<file path="src/rtl/uart_other_team_adapter.sv">
// Bridge between 21-bit ADS request frames and the partner team's byte-wide UART.
// TX splits one frame into four bytes; RX folds two received bytes into one response.
module uart_other_team_adapter (
  input  logic        clk,
  input  logic        rstn,
  input  logic        clk_50m,
  input  logic [20:0] tx_frame_in,
  input  logic        tx_frame_valid,
  output logic        tx_frame_ready,
  output logic [7:0]  tx_uart_data_in,
  output logic        tx_uart_wr_en,
  input  logic        tx_uart_tx_busy,
  input  logic [7:0]  rx_uart_data_out,
  input  logic        rx_uart_ready,
  output logic        rx_uart_ready_clr,
  output logic [7:0]  rx_frame_out,
  output logic        rx_frame_valid,
  input  logic        rx_frame_ready
);

  typedef enum logic [2:0] {
    TX_IDLE,
    TX_LOAD,
    TX_STROBE,
    TX_GUARD,
    TX_WAITB
  } tx_state_e;

  typedef enum logic [2:0] {
    RX_B0,
    RX_B0_REL,
    RX_B1,
    RX_B1_REL,
    RX_OUT
  } rx_state_e;

  // The integrator ties this pin to clk; it only exists for footprint compatibility.
  logic unused_clk_50m;
  assign unused_clk_50m = clk_50m;

  // Byte order on the wire: data, addr low, addr high nibble, mode bit.
  function automatic logic [7:0] tx_byte_sel(input logic [20:0] frame,
                                             input logic [1:0]  idx);
    case (idx)
      2'd0:    return frame[7:0];
      2'd1:    return frame[15:8];
      2'd2:    return {4'h0, frame[19:16]};
      default: return {7'h0, frame[20]};
    endcase
  endfunction

  // ---------------------------------------------------------------- TX path
  tx_state_e   tx_state, tx_state_nxt;
  logic [1:0]  tx_idx_q, tx_idx_nxt;
  logic [20:0] tx_frame_q;
  logic [20:0] tx_byte_src;

  // NOTE: every variable written here gets a default first, so no latch is inferred.
  always_comb begin
    tx_state_nxt = tx_state;
    tx_idx_nxt   = tx_idx_q;
    unique case (tx_state)
      TX_IDLE: begin
        if (tx_frame_valid) begin
          tx_state_nxt = TX_LOAD;
          tx_idx_nxt   = 2'd0;
        end
      end
      TX_LOAD: begin
        if (!tx_uart_tx_busy) tx_state_nxt = TX_STROBE;
      end
      TX_STROBE: tx_state_nxt = TX_GUARD;
      TX_GUARD:  tx_state_nxt = TX_WAITB;
      TX_WAITB: begin
        if (!tx_uart_tx_busy) begin
          if (tx_idx_q == 2'd3) begin
            tx_state_nxt = TX_IDLE;
          end else begin
            tx_state_nxt = TX_LOAD;
            tx_idx_nxt   = tx_idx_q + 2'd1;
          end
        end
      end
      default: tx_state_nxt = TX_IDLE;
    endcase
  end

  // Byte 0 is loaded in the accept cycle, before the frame register holds it.
  assign tx_byte_src = (tx_state == TX_IDLE) ? tx_frame_in : tx_frame_q;

  // NOTE: sequential state uses non-blocking assignments so every register samples pre-edge values.
  always_ff @(posedge clk or negedge rstn) begin
    if (!rstn) begin
      tx_state <= TX_IDLE;
      tx_idx_q <= 2'd0;
    end else begin
      tx_state <= tx_state_nxt;
      tx_idx_q <= tx_idx_nxt;
    end
  end

  // NOTE: the frame register is reset as well, so an aborted frame leaves nothing stale behind.
  always_ff @(posedge clk or negedge rstn) begin
    if (!rstn) begin
      tx_frame_q      <= '0;
      tx_frame_ready  <= 1'b1;
      tx_uart_wr_en   <= 1'b0;
      tx_uart_data_in <= 8'h00;
    end else begin
      if (tx_state == TX_IDLE && tx_frame_valid) tx_frame_q <= tx_frame_in;
      tx_frame_ready <= (tx_state_nxt == TX_IDLE);
      tx_uart_wr_en  <= (tx_state_nxt == TX_STROBE);
      if (tx_state_nxt == TX_LOAD && tx_state != TX_LOAD)
        tx_uart_data_in <= tx_byte_sel(tx_byte_src, tx_idx_nxt);
    end
  end

  // ---------------------------------------------------------------- RX path
  rx_state_e rx_state, rx_state_nxt;
  logic [7:0] rx_data_q;

  // The REL states wait for ready to drop so a long-held byte is taken once.
  always_comb begin
    rx_state_nxt = rx_state;
    unique case (rx_state)
      RX_B0:     if (rx_uart_ready)  rx_state_nxt = RX_B0_REL;
      RX_B0_REL: if (!rx_uart_ready) rx_state_nxt = RX_B1;
      RX_B1:     if (rx_uart_ready)  rx_state_nxt = RX_B1_REL;
      RX_B1_REL: if (!rx_uart_ready) rx_state_nxt = RX_OUT;
      RX_OUT:    if (rx_frame_ready) rx_state_nxt = RX_B0;
      default:   rx_state_nxt = RX_B0;
    endcase
  end

  always_ff @(posedge clk or negedge rstn) begin
    if (!rstn) rx_state <= RX_B0;
    else       rx_state <= rx_state_nxt;
  end

  // The flags byte is only acknowledged: reads and write acks deliver identically.
  always_ff @(posedge clk or negedge rstn) begin
    if (!rstn) begin
      rx_data_q         <= 8'h00;
      rx_uart_ready_clr <= 1'b0;
      rx_frame_out      <= 8'h00;
      rx_frame_valid    <= 1'b0;
    end else begin
      if (rx_state == RX_B0 && rx_uart_ready) rx_data_q <= rx_uart_data_out;
      rx_uart_ready_clr <= rx_uart_ready &&
                           (rx_state == RX_B0 || rx_state == RX_B1);
      if (rx_state == RX_B1_REL && !rx_uart_ready) rx_frame_out <= rx_data_q;
      rx_frame_valid <= (rx_state_nxt == RX_OUT);
    end
  end

endmodule

</file>
<file path="config.mk">
export PLATFORM = sky130hd
export DESIGN_NAME = uart_other_team_adapter
export DESIGN_NICKNAME = d
export VERILOG_FILES = /design/src/rtl/uart_other_team_adapter.sv
export SDC_FILE = /design/constraint.sdc
export NUM_CORES = 1
export LEC_CHECK = 0
export BUFFER_PORTS_ARGS = -buffer_cell sky130_fd_sc_hd__buf_4
export CAP_MARGIN = 20
export CORE_MARGIN = 1
export CORE_UTILIZATION = 54
export CTS_CLUSTER_SIZE = 12
export DETAILED_ROUTE_END_ITERATION = 6
export GPL_ROUTABILITY_DRIVEN = 0
export PLACE_DENSITY = 0.85
export SETUP_SLACK_MARGIN = 0.3
export SKIP_CTS_REPAIR_TIMING = 1
export SLEW_MARGIN = 30
export SYNTH_ARGS = -nofsm -noshare
export SYNTH_HDL_FRONTEND = slang
export SYNTH_SLANG_ARGS = --single-unit
export TNS_END_PERCENT = 20
</file>
<file path="constraint.sdc">
create_clock -name clk -period 2.25 [get_ports clk]
set_input_delay 0.1125 -clock clk [delete_from_list [all_inputs] [get_ports clk]]
set_output_delay 0.1125 -clock clk [all_outputs]
set_load 0.01 [all_outputs]
</file>
==> results of run 1 <==
[power groups by stage]
stage | sequential (µW) | clock (µW) | combinational, µW
2_1_floorplan | 1790 | 0 | 1290
5_1_grt | 1850 | 601 | 2140
6_report | 1790 | 549 | 1960
3_5_place_dp | 1820 | 0 | 1900
3_3_place_gp | 1790 | 0 | 1840
4_1_cts | 1800 | 560 | 1910
[placed cells by master, fill, tap and decap left out, drive strengths merged, types with 6 or more instances in the layout]
cell type	instances
nor2	16
nor3	7
clkbuf	6
o21a	6
buf	65
mux2	35
dfrtp	55
nand2	14
a21oi	7
mux2i	12
[layer usage]
layer / up-vias / GRT usage [%] / wire length (µm)
li1: 904 / - / -
met1: 921 / 27.5 / 2270
met2: 72 / 31.8 / 2440
met3: 8 / 7.64 / 426
met4: 0 / 6.10 / 56
met5: - / 0 / 0
[flip-flops by register name (all words and copies together) (netlist names)]
name and cells:
rx_data_q 8, rx_frame_out 8, rx_frame_valid 1, rx_state 3, rx_uart_ready_clr 1, tx_frame_q 20, tx_frame_ready 1, tx_idx_q 2
tx_state 3, tx_uart_data_in 8, tx_uart_wr_en 1
[critical path, cell delays in order (launching register included)]
cell and delay (ns):
dfrtp_2 0.49, nor4b_4 0.47, mux2i_2 0.36, a21oi_1 0.07, nor4bb_1 0.32, a311oi_1 0.09
[synthesized netlist by cell type (all sizes together)]
cell,count
a22o,3
dfrtp,55
o311ai,1
nor4bb,1
o21a,6
a311oi,1
mux2,35
a31oi,3
buf,7
nand3,2
nor3,7
or4b,1
a21oi,7
o221ai,4
nor2,16
a2bb2oi,1
nand4,1
o211a,1
or3,1
xnor2,1
clkbuf,4
a32o,1
nand2b,2
o32ai,1
and2,2
nand2,14
nor4b,3
a21boi,2
or3b,1
nor2b,4
or2,3
mux2i,12
and3b,1
dfstp,1
o21ai,2
a221oi,2
inv,2
nand3b,4
[through the flow]
stage          worst slack (ns)  power [µW]  util [%]  instances
3_3_place_gp              0.255        3630      66.1        332
4_1_cts                   0.214        4270      68.0        340
5_1_grt                   0.222        4590      69.1        346
2_1_floorplan             0.532        3070         -        215
6_report                  0.299        4300      69.1        346
3_5_place_dp              0.231        3720      66.1        332
[logic make-up after synthesis]
family / count (synthesis) / share of synthesized area (%)
AND/OR/NAND/NOR: 63 / 14.6
flip-flops: 56 / 53.1
multiplexers: 47 / 19.5
AO/OA/AOI/OAI: 35 / 9.90
buffers and inverters: 13 / 2.61
XOR/XNOR: 1 / 0.332
[cell type report]
cell class                 instances  area, µm²  area share [%]
inverter                           2       7.51           0.230
timing repair buffer              67        503            15.4
tap                               67       83.8            2.57
sequential                        56       1410            43.1
clock buffer                       5       68.8            2.11
multi-input combinational        146       1170            36.0
clock inverter                     3       21.3           0.652
[worst max-delay path by stage]
| stage | from | to | slack [ns] | cells past startpoint |
|---|---|---|---|---|
| floorplan | tx_state[1]$_DFF_PN0_ | tx_uart_data_in[4]$_DFFE_PN0P_ | 0.53 | 6 |
| global placement | tx_state[0]$_DFF_PN0_ | tx_uart_data_in[1]$_DFFE_PN0P_ | 0.26 | 5 |
| detailed placement | tx_state[0]$_DFF_PN0_ | tx_uart_data_in[1]$_DFFE_PN0P_ | 0.23 | 5 |
| CTS | tx_state[0]$_DFF_PN0_ | tx_uart_data_in[3]$_DFFE_PN0P_ | 0.21 | 5 |
| global route | tx_state[0]$_DFF_PN0_ | tx_uart_data_in[3]$_DFFE_PN0P_ | 0.22 | 5 |
| finish | tx_state[0]$_DFF_PN0_ | tx_uart_data_in[3]$_DFFE_PN0P_ | 0.30 | 5 |
==> flow_summary.yaml, run 1 <==
run_status:
  outcome: "complete, no violations"
placement:
  hpwl_um: 3730
  numPortBuffers: 54
  cell_area_after_placement_mm2: 0.00312
drt:
  detailedRoute.firstIterationViolations: 211
  average_wire_per_standard_cell_um: 15.0
  route.antenna.remaining_nets: 0
  wl_um: 5190
  drt-vias-per-instance: 5.51
  detail_route.drc_violations: 0
  dr_total_vias: 1905
  drtPass1Iterations: 4
pwr:
  ir_worst_vdd_uv: 677
  total_switching_power_uw: 1520
  power.static_leakage_uw: 0.00144
  switching_share_of_power_pct: 35.3
  seqPwrFrac_pct: 41.7
  internal-power_uw: 2780
  power_frac_clock_pct: 12.8
  part_of_the_total_power_dissipated_in_combinational_logic_pct: 45.5
  pwr_density_mw_per_mm2: 1320
clocking:
  clock_sink_count: 56
  htreeDepth: 2
  cts-root-buf: "clkbuf_8"
  tritoncts: "done"
  clk-insertion-delay-late_ns: 0.31
  clock_transition_at_the_registers_of_the_reported_paths_ns: 0.09
  max-clock-path-buffers: 2
  total_clock_buffers_created_by_cts: 5
flow_run:
  max_cap_viol_count: 0
worst_setup_path:
  rr_worst_depth: 5
  worstSetupPathType: "register to register"
  r2r_end: "tx_uart_data_in[3]$_DFFE_PN0P_"
  endpoint_kind: "register"
  regToRegStartpoint: "tx_state[0]$_DFF_PN0_"
  required_ns: 2.42
  cp_data_arrival_time_ns: 2.12
  ff2ff_setup_slack_ns: 0.30
  crit_path_start_kind: "register"
  timing.critical_path.fanout_max: 7
layout:
  fill_cells: 371
  areaGrowthSynthToFinish_pct: 23.5
  layout.cell_area.non_filler_mm2: 0.00326
  layout-drive-gt1-share_pct: 44.1
  nNetsFinal: 314
  diodes: 0
timing:
  fmax_mhz: 513
  tightest_slew_ns: 0.686
  fin_crit_ns: 1.95
  setup_violations: 0
  period_share_pct: 86.7
  report.final.slew_viol_count: 0
  tns_ns: 0
  worst_clock_skew_ns: 0.00820
  final-hold-violation-count: 0
  max-slew-margin-rel_pct: 54.2
  fin_worst_hold_slack_ns: 0.0183
  setup_repair_after_global_routing_missed_its_margin: "true"
logic_synthesis:
  synthCells: 215
  avgSynthCellArea_um2: 12.3
  synth_top_cell_by_area: "dfrtp_1"
  syn_nets: 251
  synth_top_cell_area_share_pct: 52.1
  postSynthRegisterBits: 56
  yosysSeqAreaShare_pct: 53.1
  ys_top_cells_by_area: "dfrtp_1 52%, mux2_2 15%, mux2i_1 4.5%"
  distinct_cell_type_count_after_synthesis: 45
  synth-warning-count: 0
  synthesis.area_mm2: 0.00264
global_routing:
  grt.total_usage_pct: 20.6
  number_of_antenna_violations_at_the_first_check_in_global_routing: 0
  largest_net_degree_at_the_start_of_global_routing: 57
  grt.overflow.total: 0
  grt_first_pass_wirelength_um: 8290
  first_global_vias: 1830
min_path:
  worst_hold_startpoint: "tx_frame_in[8]"
  worstHoldPathCells: 3
  hold_path_end: "tx_frame_q[8]$_DFFE_PN0P_"
  hold_path_class: "input pin to register"
floorplanning:
  dieHeight_um: 71.9
  chipWidth_um: 71.9
  die_area_mm2: 0.00517
  site_rows: 25
  top_level_ports: 56
  floorplan.initialDensity_pct: 55.9
  floorplan_core_area_mm2: 0.00472
Note: power is estimated with default switching activity, not from simulation.
==> inputs of run 2 (changes only) <==
--- a/config.mk
+++ b/config.mk
@@ -5,14 +5,15 @@
 export SDC_FILE = /design/constraint.sdc
 export NUM_CORES = 1
 export LEC_CHECK = 0
+export ABC_AREA = 1
 export BUFFER_PORTS_ARGS = -buffer_cell sky130_fd_sc_hd__buf_4
 export CAP_MARGIN = 20
 export CORE_MARGIN = 1
-export CORE_UTILIZATION = 54
+export CORE_UTILIZATION = 49
 export CTS_CLUSTER_SIZE = 12
 export DETAILED_ROUTE_END_ITERATION = 6
 export GPL_ROUTABILITY_DRIVEN = 0
-export PLACE_DENSITY = 0.85
+export PLACE_DENSITY = 0.82
 export SETUP_SLACK_MARGIN = 0.3
 export SKIP_CTS_REPAIR_TIMING = 1
 export SLEW_MARGIN = 30
==> constraint.sdc (replaced) <==
create_clock -name clk -period 1.7 [get_ports clk]
set_input_delay 0.085 -clock clk [delete_from_list [all_inputs] [get_ports clk]]
set_output_delay 0.085 -clock clk [all_outputs]
set_load 0.01 [all_outputs]
==> run 2 against run 1 <==
Global-route usage increased by 1.1 points. Clock power increased by 91%. Routed wire length increased by 29%. Power increased by 60%. Sequential power increased by 26%. Register-to-register slack got worse by 0.22 ns. Critical path depth increased by 5. Highest routed layer unchanged.
==> flow_summary.yaml, run 2 <==
run_status:
  outcome: "complete, no violations"
worst_setup_path:
  critical_path.most_common_cell: "nor2_1"
  timing.critical_path.fanout_max: 5
  max_stage_delay_ns: 0.45
  worstSetupPathType: "register to register"
  cpMaxStageDelayCell: "dfrtp_2"
  timing.critical_path.cells: "nor2_4 -> nand3_4 -> buf_4 -> inv_2 -> nor2_1 -> nand3_1 -> nor2_1 -> nor2_1 -> nand2_1 -> nand2_1"
  required_ns: 1.96
  endpoint_kind: "register"
  cp_data_arrival_time_ns: 1.88
  crit_path_start_kind: "register"
layout:
  areaGrowthSynthToFinish_pct: 37.4
  layout-drive-gt1-share_pct: 31.4
  diodes: 0
  post_layout_nonfiller_instances: 474
  final_common_cell: "nand2_1"
  fill_cells: 397
  area.sequential_mm2: 0.00143
  commonest_non_fill_non_tap_cells_in_the_layout: "76 x nand2_1, 68 x buf_4, 54 x dfrtp_1"
  largest_register_ff_count: 21
  nNetsFinal: 436
  multi_input_gate_area_in_the_final_layout_mm2: 0.00108
  largest_register: "tx_frame_q"
  layout.cell_area.non_filler_mm2: 0.00362
placement:
  dp_cells: 441
  hpwl_um: 3690
  numPortBuffers: 54
  cell_area_after_placement_mm2: 0.00315
timing:
  worst_clock_skew_ns: 0.00633
  max-slew-margin-rel_pct: 52.9
  report.final.slew_viol_count: 0
  period_share_pct: 95.2
  setup_repair_after_global_routing_missed_its_margin: "true"
  tightest_slew_ns: 0.706
  final-hold-violation-count: 0
  setup_violations: 0
  fmax_mhz: 618
  fin_worst_hold_slack_ns: 0.00511
  fin_crit_ns: 1.62
clocking:
  cts-root-buf: "clkbuf_8"
  tritoncts: "done"
  htreeDepth: 3
  clock_sink_count: 57
  clock_transition_at_the_registers_of_the_reported_paths_ns: 0.06
  max-clock-path-buffers: 2
  clk-insertion-delay-late_ns: 0.32
  total_clock_buffers_created_by_cts: 9
logic_synthesis:
  ys_top_cells_by_count: "91 x nand2_1, 56 x dfrtp_1, 39 x inv_1"
  yosysSeqAreaShare_pct: 54.2
  syn_nets: 356
  synth-edff-count: 0
  synth-async-reset-ratio_pct: 100
  distinct_cell_type_count_after_synthesis: 23
  avgSynthCellArea_um2: 8.23
  postSynth.topFlopCell: "dfrtp_1"
  synth_top_cell_area_share_pct: 53.2
  postSynthRegisterBits: 57
  yosys.cell_count.top_type: "nand2_1"
  ys_top_cells_by_area: "dfrtp_1 53%, nand2_1 13%, o21ai_0 5.7%"
  synth-warning-count: 0
  synthesis.area_mm2: 0.00264
  synthCells: 320
  synth_top_cell_by_area: "dfrtp_1"
global_routing:
  first_global_vias: 2123
  number_of_antenna_violations_at_the_first_check_in_global_routing: 0
  grt.total_usage_pct: 21.6
  largest_net_degree_at_the_start_of_global_routing: 58
  grt_first_pass_wirelength_um: 9050
  grt.overflow.total: 0
drt:
  detailedRoute.firstIterationViolations: 245
  drt-vias-per-instance: 5.30
  detail_route.drc_violations: 0
  average_wire_per_standard_cell_um: 14.1
  wl_um: 6700
  route.antenna.remaining_nets: 0
  drtPass1Iterations: 7
  dr_total_vias: 2514
floorplanning:
  top_level_ports: 56
  dieHeight_um: 75.3
  floorplan_core_area_mm2: 0.00514
  site_rows: 26
  die_area_mm2: 0.00567
  chipWidth_um: 75.3
  floorplan.initialDensity_pct: 51.3
min_path:
  hold_path_class: "input pin to register"
pwr:
  pwr_density_mw_per_mm2: 1900
  ir_worst_vdd_uv: 1000
  power.static_leakage_uw: 0.00186
flow_run:
  max_cap_viol_count: 0
run 2: through the flow:
step	setup slack, ns	utilization, %	power, µW	TNS (ns)
2_1_floorplan	0.351	-	4050	0
4_1_cts	0.159	64.4	5980	0
3_3_place_gp	0.195	61.3	4830	0
3_5_place_dp	0.170	61.3	4920	0
5_1_grt	-0.0238	70.4	7380	-0.0285
6_report	0.0814	70.4	6880	0
run 2: worst max-delay path, delay by kind of cell, from the launching register on:
family	cells	cell delay (ns)
simple gates	8	0.82
flops	1	0.45
buf+inv	2	0.28
run 2: path summary, 6_finish.rpt:
| path | start | end | slack [ns] | cells past startpoint |
|---|---|---|---|---|
| worst max-delay path | tx_state[1]$_DFF_PN0_ | tx_uart_data_in[0]$_DFFE_PN0P_ | 0.08 | 10 |
| worst min-delay path | rx_uart_data_out[1] | rx_data_q[1]$_DFFE_PN0P_ | 0.005 | 3 |
| worst max register to register | tx_state[1]$_DFF_PN0_ | tx_uart_data_in[0]$_DFFE_PN0P_ | 0.08 | 10 |
| worst min register to register | tx_uart_data_in[0]$_DFFE_PN0P_ | tx_uart_data_in[0]$_DFFE_PN0P_ | 0.47 | 2 |
| max in group asynchronous | rstn | tx_state[0]$_DFF_PN0_ | 0.87 | 2 |
| min in group asynchronous | rstn | tx_uart_wr_en$_DFF_PN0_ | 0.35 | 2 |
run 2: layout make-up:
| class | instances | share of cell area (%) |
|---|---|---|
| Sequential cell | 57 | 39.5 |
| Multi-Input combinational cell | 208 | 29.8 |
| Timing Repair Buffer | 79 | 19.0 |
| Inverter | 44 | 4.84 |
| Clock buffer | 15 | 4.32 |
| Tap cell | 70 | 2.42 |
| Timing Repair inverter | 1 | 0.138 |
run 2: power by group:
group / switching, µW / total (µW) / internal [µW]
clock: 482 / 1050 / 564
combinational: 1980 / 3580 / 1600
sequential: 285 / 2260 / 1970
run 2: layer usage:
metal	vias up	GRT usage [%]	part of all wire [%]
li1	1198	-	-
met1	1161	27.6	42
met2	137	35.5	48
met3	18	5.69	7.0
met4	0	8.23	2.4
met5	-	0	0
run 2: logic make-up after synthesis:
| kind of cell | after synthesis | share of synthesized area (%) |
|---|---|---|
| AND/OR/NAND/NOR | 146 | 24.3 |
| AO/OA/AOI/OAI | 62 | 12.9 |
| flip-flops | 57 | 54.2 |
| buffers and inverters | 55 | 8.69 |
